===== src/rtl/param_mux_arbiter_if.sv =====
// Handshake bundle for param_mux_arbiter: per-channel producer side plus one consumer side.
// With PMUX_STATS_EN defined the bundle also carries the out_count transfer counter.
interface param_mux_arbiter_if #(
   parameter int WIDTH    = 16,
   parameter int CHANNELS = 8,
   parameter int SEL_W    = 3
);
   logic [WIDTH*CHANNELS-1:0] in_data;
   logic [CHANNELS-1:0]       in_valid;
   logic [CHANNELS-1:0]       in_ready;
   logic                      mode;
   logic [SEL_W-1:0]          sel;
   logic [WIDTH-1:0]          out_data;
   logic [SEL_W-1:0]          out_chan;
   logic                      out_valid;
   logic                      out_ready;
`ifdef PMUX_STATS_EN
   logic [15:0]               out_count;
`endif

   modport master (
      output in_data, in_valid, mode, sel, out_ready,
      input  in_ready, out_data, out_chan, out_valid
`ifdef PMUX_STATS_EN
      , input out_count
`endif
   );

   modport slave (
      input  in_data, in_valid, mode, sel, out_ready,
      output in_ready, out_data, out_chan, out_valid
`ifdef PMUX_STATS_EN
      , output out_count
`endif
   );
endinterface


===== src/rtl/param_mux_arbiter.sv =====
// N:1 registered selector, fixed-select or round-robin, one output register stage.
// Optional PMUX_STATS_EN adds a saturating 16-bit count of output transfers.
module param_mux_arbiter #(
   parameter int WIDTH    = 16,
   parameter int CHANNELS = 8,
   parameter int SEL_W    = 3
) (
   input logic                clk,
   input logic                reset,
   param_mux_arbiter_if.slave bus
);

   logic [WIDTH-1:0]    data_q, data_d;
   logic [SEL_W-1:0]    chan_q, chan_d;
   logic                valid_q, valid_d;
   logic [SEL_W-1:0]    ptr_q, ptr_d;

   logic                fix_hit, hi_hit, lo_hit;
   logic [SEL_W-1:0]    fix_g, hi_g, lo_g;
   logic                grant_valid;
   logic [SEL_W-1:0]    grant;
   logic                load, take;
   logic [WIDTH-1:0]    grant_data;
   logic [CHANNELS-1:0] in_ready_c;

   // Round-robin scan split in two passes: channels at or above ptr first,
   // otherwise the lowest valid channel below ptr (the wrap-around part).
   always_comb begin
      fix_hit = 1'b0;
      hi_hit  = 1'b0;
      lo_hit  = 1'b0;
      fix_g   = '0;
      hi_g    = '0;
      lo_g    = '0;
      for (int i = 0; i < CHANNELS; i++) begin
         if (!fix_hit && (int'(bus.sel) == i) && bus.in_valid[i]) begin
            fix_hit = 1'b1;
            fix_g   = SEL_W'(i);
         end
         if (!hi_hit && (i >= int'(ptr_q)) && bus.in_valid[i]) begin
            hi_hit = 1'b1;
            hi_g   = SEL_W'(i);
         end
         if (!lo_hit && bus.in_valid[i]) begin
            lo_hit = 1'b1;
            lo_g   = SEL_W'(i);
         end
      end
   end

   always_comb begin
      grant_valid = bus.mode ? (hi_hit | lo_hit) : fix_hit;
      grant       = bus.mode ? (hi_hit ? hi_g : lo_g) : fix_g;
      load        = !valid_q | bus.out_ready;
      take        = load & grant_valid & !reset;

      grant_data = '0;
      in_ready_c = '0;
      for (int i = 0; i < CHANNELS; i++) begin
         if (grant == SEL_W'(i)) begin
            grant_data    = bus.in_data[i*WIDTH +: WIDTH];
            in_ready_c[i] = take;
         end
      end
   end

   always_comb begin
      data_d  = data_q;
      chan_d  = chan_q;
      valid_d = valid_q;
      ptr_d   = ptr_q;
      if (take) begin
         data_d  = grant_data;
         chan_d  = grant;
         valid_d = 1'b1;
         if (bus.mode)
            ptr_d = (grant == SEL_W'(CHANNELS-1)) ? '0 : grant + 1'b1;
      end else if (valid_q && bus.out_ready) begin
         valid_d = 1'b0;
      end
   end

   always_ff @(posedge clk or posedge reset) begin
      if (reset) begin
         data_q  <= '0;
         chan_q  <= '0;
         valid_q <= 1'b0;
         ptr_q   <= '0;
      end else begin
         data_q  <= data_d;
         chan_q  <= chan_d;
         valid_q <= valid_d;
         ptr_q   <= ptr_d;
      end
   end

   assign bus.in_ready  = in_ready_c;
   assign bus.out_data  = data_q;
   assign bus.out_chan  = chan_q;
   assign bus.out_valid = valid_q;

`ifdef PMUX_STATS_EN
   logic [15:0] count_q, count_d;

   always_comb begin
      count_d = count_q;
      if (valid_q && bus.out_ready && (count_q != 16'hFFFF))
         count_d = count_q + 16'd1;
   end

   always_ff @(posedge clk or posedge reset) begin
      if (reset)
         count_q <= '0;
      else
         count_q <= count_d;
   end

   assign bus.out_count = count_q;
`endif

endmodule


===== src/flat_wrapper.sv =====
// flat-port wrapper written by rule: the top's interface ports become plain ports
module param_mux_arbiter_flat 
#(
   parameter int WIDTH    = 16,
   parameter int CHANNELS = 8,
   parameter int SEL_W    = 3
)
  (clk, reset, bus_in_data, bus_in_valid, bus_mode, bus_sel, bus_out_ready, bus_in_ready, bus_out_data, bus_out_chan, bus_out_valid);
  param_mux_arbiter_if #(.WIDTH(WIDTH), .CHANNELS(CHANNELS), .SEL_W(SEL_W)) bus_i ();
  input logic clk;
  input logic reset;
  input wire logic [$bits(bus_i.in_data)-1:0] bus_in_data;
  input wire logic [$bits(bus_i.in_valid)-1:0] bus_in_valid;
  input wire logic [$bits(bus_i.mode)-1:0] bus_mode;
  input wire logic [$bits(bus_i.sel)-1:0] bus_sel;
  input wire logic [$bits(bus_i.out_ready)-1:0] bus_out_ready;
  output wire logic [$bits(bus_i.in_ready)-1:0] bus_in_ready;
  output wire logic [$bits(bus_i.out_data)-1:0] bus_out_data;
  output wire logic [$bits(bus_i.out_chan)-1:0] bus_out_chan;
  output wire logic [$bits(bus_i.out_valid)-1:0] bus_out_valid;
  assign bus_i.in_data = bus_in_data;
  assign bus_i.in_valid = bus_in_valid;
  assign bus_i.mode = bus_mode;
  assign bus_i.sel = bus_sel;
  assign bus_i.out_ready = bus_out_ready;
  assign bus_in_ready = bus_i.in_ready;
  assign bus_out_data = bus_i.out_data;
  assign bus_out_chan = bus_i.out_chan;
  assign bus_out_valid = bus_i.out_valid;
  param_mux_arbiter #(.WIDTH(WIDTH), .CHANNELS(CHANNELS), .SEL_W(SEL_W)) u_core (.clk(clk), .reset(reset), .bus(bus_i));
endmodule

===== config.mk =====
export PLATFORM = sky130hd
export DESIGN_NAME = param_mux_arbiter_flat
export DESIGN_NICKNAME = d
export VERILOG_FILES = /design/src/rtl/param_mux_arbiter_if.sv /design/src/rtl/param_mux_arbiter.sv /design/src/flat_wrapper.sv
export SDC_FILE = /design/constraint.sdc
export NUM_CORES = 1
export LEC_CHECK = 0
export ABC_AREA = 1
export CAP_MARGIN = 20
export CORE_ASPECT_RATIO = 1.4
export CORE_MARGIN = 3
export CORE_UTILIZATION = 43
export CTS_CLUSTER_SIZE = 24
export DETAILED_ROUTE_END_ITERATION = 8
export PLACE_DENSITY = 0.88
export RECOVER_POWER = 50
export SLEW_MARGIN = 20
export SYNTH_ARGS = -nofsm -noshare
export SYNTH_HDL_FRONTEND = slang
export SYNTH_SLANG_ARGS = --single-unit

===== constraint.sdc =====
create_clock -name clk -period 9.5 [get_ports clk]
set_clock_uncertainty 0.1 [all_clocks]
set_input_delay 1.9 -clock clk [delete_from_list [all_inputs] [get_ports clk]]
set_output_delay 1.9 -clock clk [all_outputs]
set_load 0.01 [all_outputs]

==> reports/metrics.yaml <==
status: "complete, no violations"
cts_sinks: 23
grt_pass1_vias: 4025
die_w_um: 77.6
ys_seq_elements: 23
finalHoldViolCount: 0
relSlewSlack_pct: 35.2
gr-usage-all-layers_pct: 27.6
cts_made_buffers: 3
drtPass1Iterations: 5
hp-class: "flop to flop"
placed_cell_area_um2: 4750
path_depth: 19
async_flop_share_pct: 100
synthAdderAreaFrac_pct: 2.43
pwr_density_cell_nw_per_um2: 184
ant_nets: 0
endpoint: "bus_in_ready[7]"
worst_slew_pin_slew_ps: 971
synthTopCellsByArea: "nand2_1, dfrtp_1, nand3_1, inv_1, nor2_1"
fill_cells: 608
ir_drop_mv: 0.157
critPathLaunch: "bus_in_valid[0]"
h-tree-depth: 1
clock_path_buffers: 2
synth_edf_count: 0
maxSlewViolCount: 0
synth.area.mux_share_pct: 0.324
overflow: 0
synth_xor_area_share_pct: 0
worst_r2r_endpoint: "u_core.bus.out_data[0]$_DFFE_PP0P_"
antenna_found_initial: 0
final_cells: 805
first_iter_violations: 245
cp_cell_sequence: "clkdlybuf4s50_1 -> inv_1 -> nor2_1 -> nand2_1 -> nand2_2 -> nor2_4 -> nand2_2 -> nor2_4 -> nand2_1 -> nor2_1 -> nand2_1 -> a21oi_1 -> inv_1 -> o21ai_0 -> ha_1 -> ha_1 -> clkinv_1 -> nor2_1 -> clkdlybuf4s50_1"
r2r_slack_ps: 5640
r2r_cells: 22
vias_per_cell: 5.09
initial_core_util_pct: 45.5
cts_resized: 0
nNetsFinal: 863
root_buffer: "clkbuf_8"
yosysTopAreaCell: "nand2_1"
finalCritPeriodShare_pct: 80.1
place_inst: 801
drc: 0
post-route-min-period_ps: 7610
postCtsSetupBuffers: 0
finalInstanceArea_um2: 4790
synth.avg_cell_area_um2: 5.43
cp_slowest_cell: "clkinv_1"
die_area_um2: 8250
clock_latency_ps: 270
grt_pass1_wl_um: 18600
via_count: 4096
fmax_mhz: 131
ys.warnings.count: 0
yosysMostFrequentCell: "nand2_1"
portBuffers: 170
wire_per_inst_um: 14.1
holdWs_ps: 382
synth_seq_area_share_pct: 18.6
synth_top_family_by_area: "simple AND/OR/NAND/NOR gates"
maxCapViolCount: 0
die_h_um: 106
tns_ps: 0
area_growth_pct: 55.2
grt_max_degree: 51
synth-compound-area-share_pct: 7.46
syn-cell-area_um2: 3090
synth_top_area_share_pct: 23.8
finalSetupViolations: 0
tritoncts: "yes"
syn_inst: 569
path_max_fanout: 34
synthTopCellsByCount: "nand2_1, nand3_1, inv_1, nor2_1, dfrtp_1"
drive_above_1_share_pct: 5.75
wirelength_um: 11300
cp_slowest_stage_delay_ps: 650
required_ps: 7500
synth_cell_type_count: 34
hpwlAfterDp_um: 9010
rsz0062_at_grt: "no"
clk_pin_slew_ps: 80
ioPinCount: 171
fp-row-count: 35
worstReg2RegStart: "u_core.ptr_q[2]$_DFFE_PP0P_"
leakage_uw: 0.00243
critPathBufInv: 5
gp_congestion: 0.935
synth-simple-area-share_pct: 56.6
synth_ff_type: "dfrtp_1"
core_area_um2: 6790
diodes: 0
syn_nets: 718
setup.worst_path.start_class: "input port"
end_kind: "output port"
crit_family: "buffers and inverters"
crit_arrival_ps: 5610
postCtsHoldBufs: 0
path_class: "input port to output port"
==> worst min-delay path: cells and delay by family (launching register included) <==
| kind | cells | cell delay, ps |
|---|---|---|
| flip-flops | 1 | 340 |
| AND/OR/NAND/NOR | 2 | 110 |
==> final cells by class <==
type,count,area (um2),share of cell area [%]
Sequential cell,23,576,12.0
Tap cell,92,115,2.40
Multi-Input combinational cell,441,2070,43.1
Clock buffer,4,45.0,0.940
Timing Repair Buffer,171,1710,35.7
Inverter,74,280,5.85
==> metrics by stage <==
| stage | setup slack [ps] | power (uW) | utilization (%) |
|---|---|---|---|
| 2_1_floorplan | 3360 | 595 | - |
| 3_5_place_dp | 1930 | 832 | 70.0 |
| 4_1_cts | 1920 | 895 | 70.6 |
| 5_1_grt | 1360 | 979 | 70.6 |
| 6_report | 1890 | 882 | 70.6 |
| 3_3_place_gp | 2080 | 811 | 70.0 |
==> cell usage in the layout, fill, tap and decap left out <==
cell type and n:
ha_1 6, clkbuf_8 3, nand3_2 2, nand2_4 4
inv_4 1, o221a_2 1, nor3_1 4, clkbuf_1 1
a41oi_1 1, clkdlybuf4s50_1 155, a22o_1 1, nor2_1 59
a221oi_1 1, or2_0 2, clkinv_1 3, nor2_4 2
or2_2 21, o21ai_0 15, inv_2 3, nand2_2 3
nand3_1 85, mux2i_1 1, o21a_1 1, or2_1 2
a21oi_1 3, nand4_1 14, dfrtp_1 23, a32oi_1 1
buf_4 1, inv_1 67, o21ai_1 13, o22ai_1 1
o31ai_1 2, dlygate4sd3_1 15, nand2_1 196
==> how the worst min path moves through the flow <==
stage / start / endpoint / slack, ps / cells past startpoint
CTS: u_core.bus.out_data[11]$_DFFE_PP0P_ / u_core.bus.out_data[11]$_DFFE_PP0P_ / 390 / 2
global route: u_core.bus.out_data[7]$_DFFE_PP0P_ / u_core.bus.out_data[7]$_DFFE_PP0P_ / 410 / 2
global placement: u_core.bus.out_data[12]$_DFFE_PP0P_ / u_core.bus.out_data[12]$_DFFE_PP0P_ / 360 / 2
detailed placement: u_core.bus.out_data[7]$_DFFE_PP0P_ / u_core.bus.out_data[7]$_DFFE_PP0P_ / 370 / 2
floorplan: u_core.bus.out_data[0]$_DFFE_PP0P_ / u_core.bus.out_data[0]$_DFFE_PP0P_ / 420 / 2
finish: u_core.bus.out_data[11]$_DFFE_PP0P_ / u_core.bus.out_data[11]$_DFFE_PP0P_ / 380 / 2
==> layer usage <==
layer	global-route usage, %	part of all wire, %	up-vias
met3	4.75	7.3	35
met2	52.8	54	178
met1	30.2	36	1809
met4	8.78	3.4	0
met5	0	0	-
li1	-	-	2074
==> power by group <==
part | switching, uW | total (uW) | internal (uW)
combinational | 383 | 650 | 268
sequential | 29.4 | 170 | 141
clock | 31.9 | 61.9 | 30.0
total | 444 | 882 | 438
==> cells by family (layout without fill, tap and decap cells) <==
group / Yosys count / after routing
AO/OA/AOI/OAI: 40 / 40
multiplexers: 1 / 1
flip-flops: 23 / 23
adder cells (fa/ha/maj): 6 / 6
buffers and inverters: 105 / 249
AND/OR/NAND/NOR: 394 / 394
==> state kept, by name, indices dropped and copies added (netlist names) <==
name / count
u_core.bus.out_valid: 1
u_core.bus.out_chan: 3
u_core.bus.out_data: 16
u_core.ptr_q: 3
(Power assumes the default switching activity.)
